===== src/rtl/noc_rr_outport_arbiter.sv =====
// noc_rr_outport_arbiter: packet-locking round-robin arbiter for one router output port (L,N,E,W,S).
// Define ARB_TIMEOUT_EN to build the per-packet timeout that force-releases a stalled lock.
module noc_rr_outport_arbiter #(
   parameter int CNT_W = 12
) (
   input  logic               clk,
   input  logic               rst,
   input  logic [4:0]         req_i,
   input  logic [14:0]        flit_id_i,
   input  logic [5*CNT_W-1:0] length_i,
   input  logic               out_ready_i,
   output logic [4:0]         grant_o,
   output logic               xfer_o,
   output logic               busy_o,
   output logic               timeout_o
);
   typedef enum logic {IDLE, LOCKED} state_t;
   state_t state_q, state_d;
   logic [4:0] grant_q, grant_d, elig, tails;
   logic [2:0] ptr_q, ptr_d, win, gidx, nxt;
   logic [3:0] sum;
   logic found, release_ev, to_ev, timeout_q, timeout_d;

   always_comb begin
      elig = '0;
      tails = '0;
      for (int i = 0; i < 5; i++) begin
         elig[i] = req_i[i] & flit_id_i[3*i];
         tails[i] = flit_id_i[3*i+2];
      end
   end

   // scan from the far end so the input nearest ptr overwrites the rest
   always_comb begin
      win = ptr_q;
      found = 1'b0;
      sum = '0;
      for (int k = 4; k >= 0; k--) begin
         sum = {1'b0, ptr_q} + 4'(k);
         if (sum > 4'd4) sum = sum - 4'd5;
         if (elig[sum[2:0]]) begin
            win = sum[2:0];
            found = 1'b1;
         end
      end
   end

   always_comb begin
      gidx = '0;
      for (int i = 0; i < 5; i++) if (grant_q[i]) gidx = 3'(i);
   end

   assign nxt = (gidx == 3'd4) ? 3'd0 : gidx + 3'd1;
   assign xfer_o = |(grant_q & req_i) & out_ready_i;
   assign release_ev = xfer_o & |(grant_q & tails);
   assign busy_o = state_q == LOCKED;
   assign grant_o = grant_q;
   assign timeout_o = timeout_q;

`ifdef ARB_TIMEOUT_EN
   logic [CNT_W-1:0] count_q, count_d, limit_q, limit_d, len_win;

   always_comb begin
      len_win = '0;
      for (int i = 0; i < 5; i++) if (win == 3'(i)) len_win = length_i[i*CNT_W +: CNT_W];
   end

   assign count_d = (state_q == IDLE) ? '0 : (&count_q ? count_q : count_q + CNT_W'(1));
   assign limit_d = (state_q == IDLE && found) ? len_win : limit_q;
   assign to_ev = busy_o && limit_q != '0 && count_q == limit_q - CNT_W'(1) && !release_ev;

   always_ff @(posedge clk) begin
      if (rst) begin
         count_q <= '0;
         limit_q <= '0;
      end else begin
         count_q <= count_d;
         limit_q <= limit_d;
      end
   end
`else
   logic unused_len;
   assign unused_len = ^length_i;
   assign to_ev = 1'b0;
`endif

   always_comb begin
      state_d = state_q;
      grant_d = grant_q;
      ptr_d = ptr_q;
      timeout_d = 1'b0;
      if (state_q == IDLE) begin
         if (found) begin
            grant_d = 5'b00001 << win;
            state_d = LOCKED;
         end
      end else if (release_ev || to_ev) begin
         grant_d = '0;
         ptr_d = nxt;
         state_d = IDLE;
         timeout_d = to_ev;
      end
   end

   always_ff @(posedge clk) begin
      if (rst) begin
         state_q <= IDLE;
         grant_q <= '0;
         ptr_q <= '0;
         timeout_q <= 1'b0;
      end else begin
         state_q <= state_d;
         grant_q <= grant_d;
         ptr_q <= ptr_d;
         timeout_q <= timeout_d;
      end
   end
endmodule


===== config.mk =====
export PLATFORM = sky130hd
export DESIGN_NAME = noc_rr_outport_arbiter
export DESIGN_NICKNAME = d
export VERILOG_FILES = /design/src/rtl/noc_rr_outport_arbiter.sv
export SDC_FILE = /design/constraint.sdc
export NUM_CORES = 1
export LEC_CHECK = 0
export CELL_PAD_IN_SITES_DETAIL_PLACEMENT = 1
export CELL_PAD_IN_SITES_GLOBAL_PLACEMENT = 1
export CORE_ASPECT_RATIO = 0.75
export CORE_UTILIZATION = 27
export CTS_CLUSTER_SIZE = 12
export DETAILED_ROUTE_END_ITERATION = 8
export PLACE_DENSITY = 0.86
export SLEW_MARGIN = 20
export SYNTH_ARGS = -nofsm -noshare
export SYNTH_HDL_FRONTEND = slang
export SYNTH_SLANG_ARGS = --single-unit

===== constraint.sdc =====
create_clock -name clk -period 5.8 [get_ports clk]
set_input_delay 0.87 -clock clk [delete_from_list [all_inputs] [get_ports clk]]
set_output_delay 0.87 -clock clk [all_outputs]
set_load 0.01 [all_outputs]

==> results.sh <==
export IMPL_hold_viol=0
export IMPL_p_comb_share_pct=35.6
export IMPL_fmax_mhz=251
export IMPL_tightest_slew_ns=0.886
export IMPL_power_frac_clock_pct=32.5
export IMPL_rows=23
export IMPL_synth_enable_flop_cells=0
export IMPL_syn_nets=297
export IMPL_fin_util_pct=34.4
export IMPL_netSwitchingPower_uw=71.7
export IMPL_path_max_fanout=13
export IMPL_viasPerCell=5.80
export IMPL_clock_path_buffers=2
export IMPL_htreeDepth=1
export IMPL_area_growth_pct=21.9
export IMPL_rsz0062_at_grt="no"
export IMPL_grt_max_degree=31
export IMPL_grt_usage_pct=18.8
export IMPL_hold_start="grant_o[1]"
export IMPL_whs_path_depth=2
export IMPL_min_to="grant_o[1]"
export IMPL_ys_async_sr_fraction_pct=0
export IMPL_min_path_type="register to register"
export IMPL_path_cells="buf_4, inv_1, ha_1, xor2_4, o21a_1, mux2i_1, a311o_1, nor3_4, o21ai_1, a311o_1, or4_4, o32ai_1"
export IMPL_worstSkewPairLatency_ns=0.24
export IMPL_power_static_leakage_nw=0.636
export IMPL_yosysSeqAreaShare_pct=11.9
export IMPL_synth_cells=204
export IMPL_ctsResizeCount=0
export IMPL_dieHeight_um=66.8
export IMPL_core_area_um2=5350
export IMPL_max_stage_delay_ns=0.51
export IMPL_p_int_uw=153
export IMPL_required_ns=5.93
export IMPL_synthTopCellsByArea="dfxtp_1 (12%), ha_1 (8.3%), nor2_1 (4.7%)"
export IMPL_start_util_pct=28.2
export IMPL_drt_iter0_drc=171
export IMPL_ys_ff_latch=9
export IMPL_max_slew_margin_pct=40.8
export IMPL_finalMaxSlewViolations=0
export IMPL_fin_crit_ns=3.98
export IMPL_crit_type="register to register"
export IMPL_critPathArrivalTime_ns=4.11
export IMPL_path_clk_slew_ns=0.05
export IMPL_die_w_um=88.4
export IMPL_globalRouteOverflowTotal=0
export IMPL_syn_area_per_cell_um2=7.40
export IMPL_wl_per_cell_um=17.1
export IMPL_routabilityCongestion=0.931
export IMPL_slowest_stage="ha_1"
export IMPL_cp_start_kind="register"
export IMPL_antenna_found_initial=0
export IMPL_vias=1735
export IMPL_final_area_um2=1840
export IMPL_io_pins=91
export IMPL_drive_gt1_share_pct=5.36
export IMPL_yosysTopAreaCell="dfxtp_1"
export IMPL_whs_ns=0.552
export IMPL_cts_setup_buffers=0
export IMPL_power_density_nw_per_um2=122
export IMPL_clock_sinks=9
export IMPL_setup_violations_final=0
export IMPL_cp_common_cell="a311o_1"
export IMPL_synth_cell_type_count=57
export IMPL_maxCapViolCount=0
export IMPL_cts_tree="yes"
export IMPL_tns_ns=0
export IMPL_cts_root_buf="clkbuf_8"
export IMPL_fin_crit_sh_pct=68.6
export IMPL_yosys_area_top_type_share_pct=11.9
export IMPL_io_buffer_count=24
export IMPL_fillers=659
export IMPL_drc=0
export IMPL_r2r_start="ptr_q[1]"
export IMPL_syn_area_um2=1510
export IMPL_r2r_slack_ns=1.82
export IMPL_outcome="finished clean"
export IMPL_fp_dieArea_um2=5900
export IMPL_routed_wl_um=5110
export IMPL_dp_hpwl_um=4010
export IMPL_grt_pass1_vias=1703
export IMPL_hold_buffers=0
export IMPL_grt_pass1_wl_um=8450
export IMPL_final_cell_mix="clkdlybuf4s50_1 (24), nor2_1 (19), nand2_1 (15)"
export IMPL_yosysWarnings=0
export IMPL_num_antenna_cells=0
export IMPL_drtAntennaViolNets=0
export IMPL_p_seq_share_pct=32.0
export IMPL_firstDrtPassIters=5
export IMPL_ff2ff_path_depth=12
export IMPL_layout_nets=318
export IMPL_cts_inserted_buffers=3
export IMPL_r2r_end="grant_o[0]"
export IMPL_ir_drop_mv=0.0861
export IMPL_layout_commonest_cell="clkdlybuf4s50_1"
export IMPL_fin_skew_ns=0.00480
export IMPL_ys_flop_type="dfxtp_1"
export IMPL_placed_area_um2=1800
export IMPL_swShare_pct=32.0
export IMPL_cp_end_kind="register"
kinds of logic after synthesis:
kind of cell / after synthesis / synth area share (%)
adder cells (fa/ha/maj): 10 / 8.29
AND/OR/NAND/NOR: 82 / 28.8
flip-flops: 9 / 11.9
buffers and inverters: 19 / 6.46
XOR/XNOR: 8 / 5.88
multiplexers: 8 / 6.13
other: 1 / 0.248
AO/OA/AOI/OAI: 67 / 32.2
cell usage after synthesis, types with 2 or more instances:
| cell type | instances |
|---|---|
| and2_1 | 8 |
| a221oi_1 | 2 |
| nor4_1 | 2 |
| clkbuf_1 | 3 |
| buf_6 | 2 |
| a211oi_1 | 2 |
| o211ai_1 | 3 |
| o21ai_0 | 7 |
| o21a_1 | 2 |
| and3_1 | 3 |
| ha_1 | 10 |
| nand2b_1 | 7 |
| nand4_1 | 2 |
| xnor2_1 | 7 |
| nand3_1 | 7 |
| a31oi_1 | 3 |
| nor2_1 | 19 |
| a311o_1 | 2 |
| a21boi_0 | 2 |
| nand3b_1 | 3 |
| inv_1 | 8 |
| nand2_1 | 15 |
| nor3_1 | 8 |
| mux2i_1 | 7 |
| a222oi_1 | 2 |
| buf_2 | 3 |
| a22oi_1 | 4 |
| a32o_1 | 2 |
| o22ai_1 | 4 |
| a21oi_1 | 13 |
| or3b_1 | 2 |
| o32ai_1 | 4 |
| buf_4 | 2 |
| o21ai_1 | 3 |
| dfxtp_1 | 9 |
worst max-delay path, delay by kind of cell, from the launching register on:
| kind | cells | cell delay [ns] |
|---|---|---|
| AO/OA/AOI/OAI | 5 | 1.56 |
| XOR/XNOR | 1 | 0.21 |
| adder cells (fa/ha/maj) | 1 | 0.51 |
| buffers and inverters | 2 | 0.43 |
| flip-flops | 1 | 0.29 |
| multiplexers | 1 | 0.13 |
| AND/OR/NAND/NOR | 2 | 0.72 |
area by class of cell:
cell class              count  area (um2)  share of cell area [%]
inverters                   9        33.8                    1.84
flip-flops and latches      9         180                    9.79
well taps                  75        93.8                    5.10
clock buffers               4        45.0                    2.45
multi-input cells         176        1230                    67.0
repair buffers             26         255                    13.9
per-layer routing:
metal | global-route usage (%) | routed length [um] | vias up
met5 | 0 | 0 | -
met4 | 7.46 | 95 | 0
met3 | 3.10 | 475 | 13
met2 | 29.1 | 2240 | 93
met1 | 25.9 | 2300 | 816
li1 | - | - | 813
power by group through the flow:
| stage | clock network (mW) | logic [mW] | registers (mW) |
|---|---|---|---|
| finish | 0.0728 | 0.0798 | 0.0717 |
| global route | 0.0795 | 0.0863 | 0.0721 |
| CTS | 0.0753 | 0.0790 | 0.0715 |
| detailed placement | 0 | 0.0785 | 0.0725 |
| global placement | 0 | 0.0762 | 0.0726 |
| floorplan | 0 | 0.0444 | 0.0721 |
stage by stage:
| stage | worst slack, ns | cells | total power [mW] |
|---|---|---|---|
| global placement | 2.02 | 295 | 0.149 |
| detailed placement | 1.88 | 295 | 0.151 |
| CTS | 1.86 | 299 | 0.226 |
| floorplan | 2.31 | 204 | 0.117 |
| finish | 1.82 | 299 | 0.224 |
| global route | 1.67 | 299 | 0.238 |
how the worst max path moves through the flow:
stage | from | to | slack, ns | cells past startpoint
after floorplan | ptr_q[1] | grant_o[1] | 2.31 | 14
after global placement | ptr_q[1] | grant_o[2] | 2.02 | 12
after detailed placement | ptr_q[1] | grant_o[0] | 1.88 | 12
after CTS | ptr_q[1] | grant_o[0] | 1.86 | 12
after global routing | ptr_q[1] | grant_o[0] | 1.67 | 12
final | ptr_q[1] | grant_o[0] | 1.82 | 12
registers in the layout, indices dropped and copies added, names as in the netlist:
name and cells:
ptr_q 3, busy_o 1, grant_o 5
Note: power is estimated with default switching activity, not from simulation.
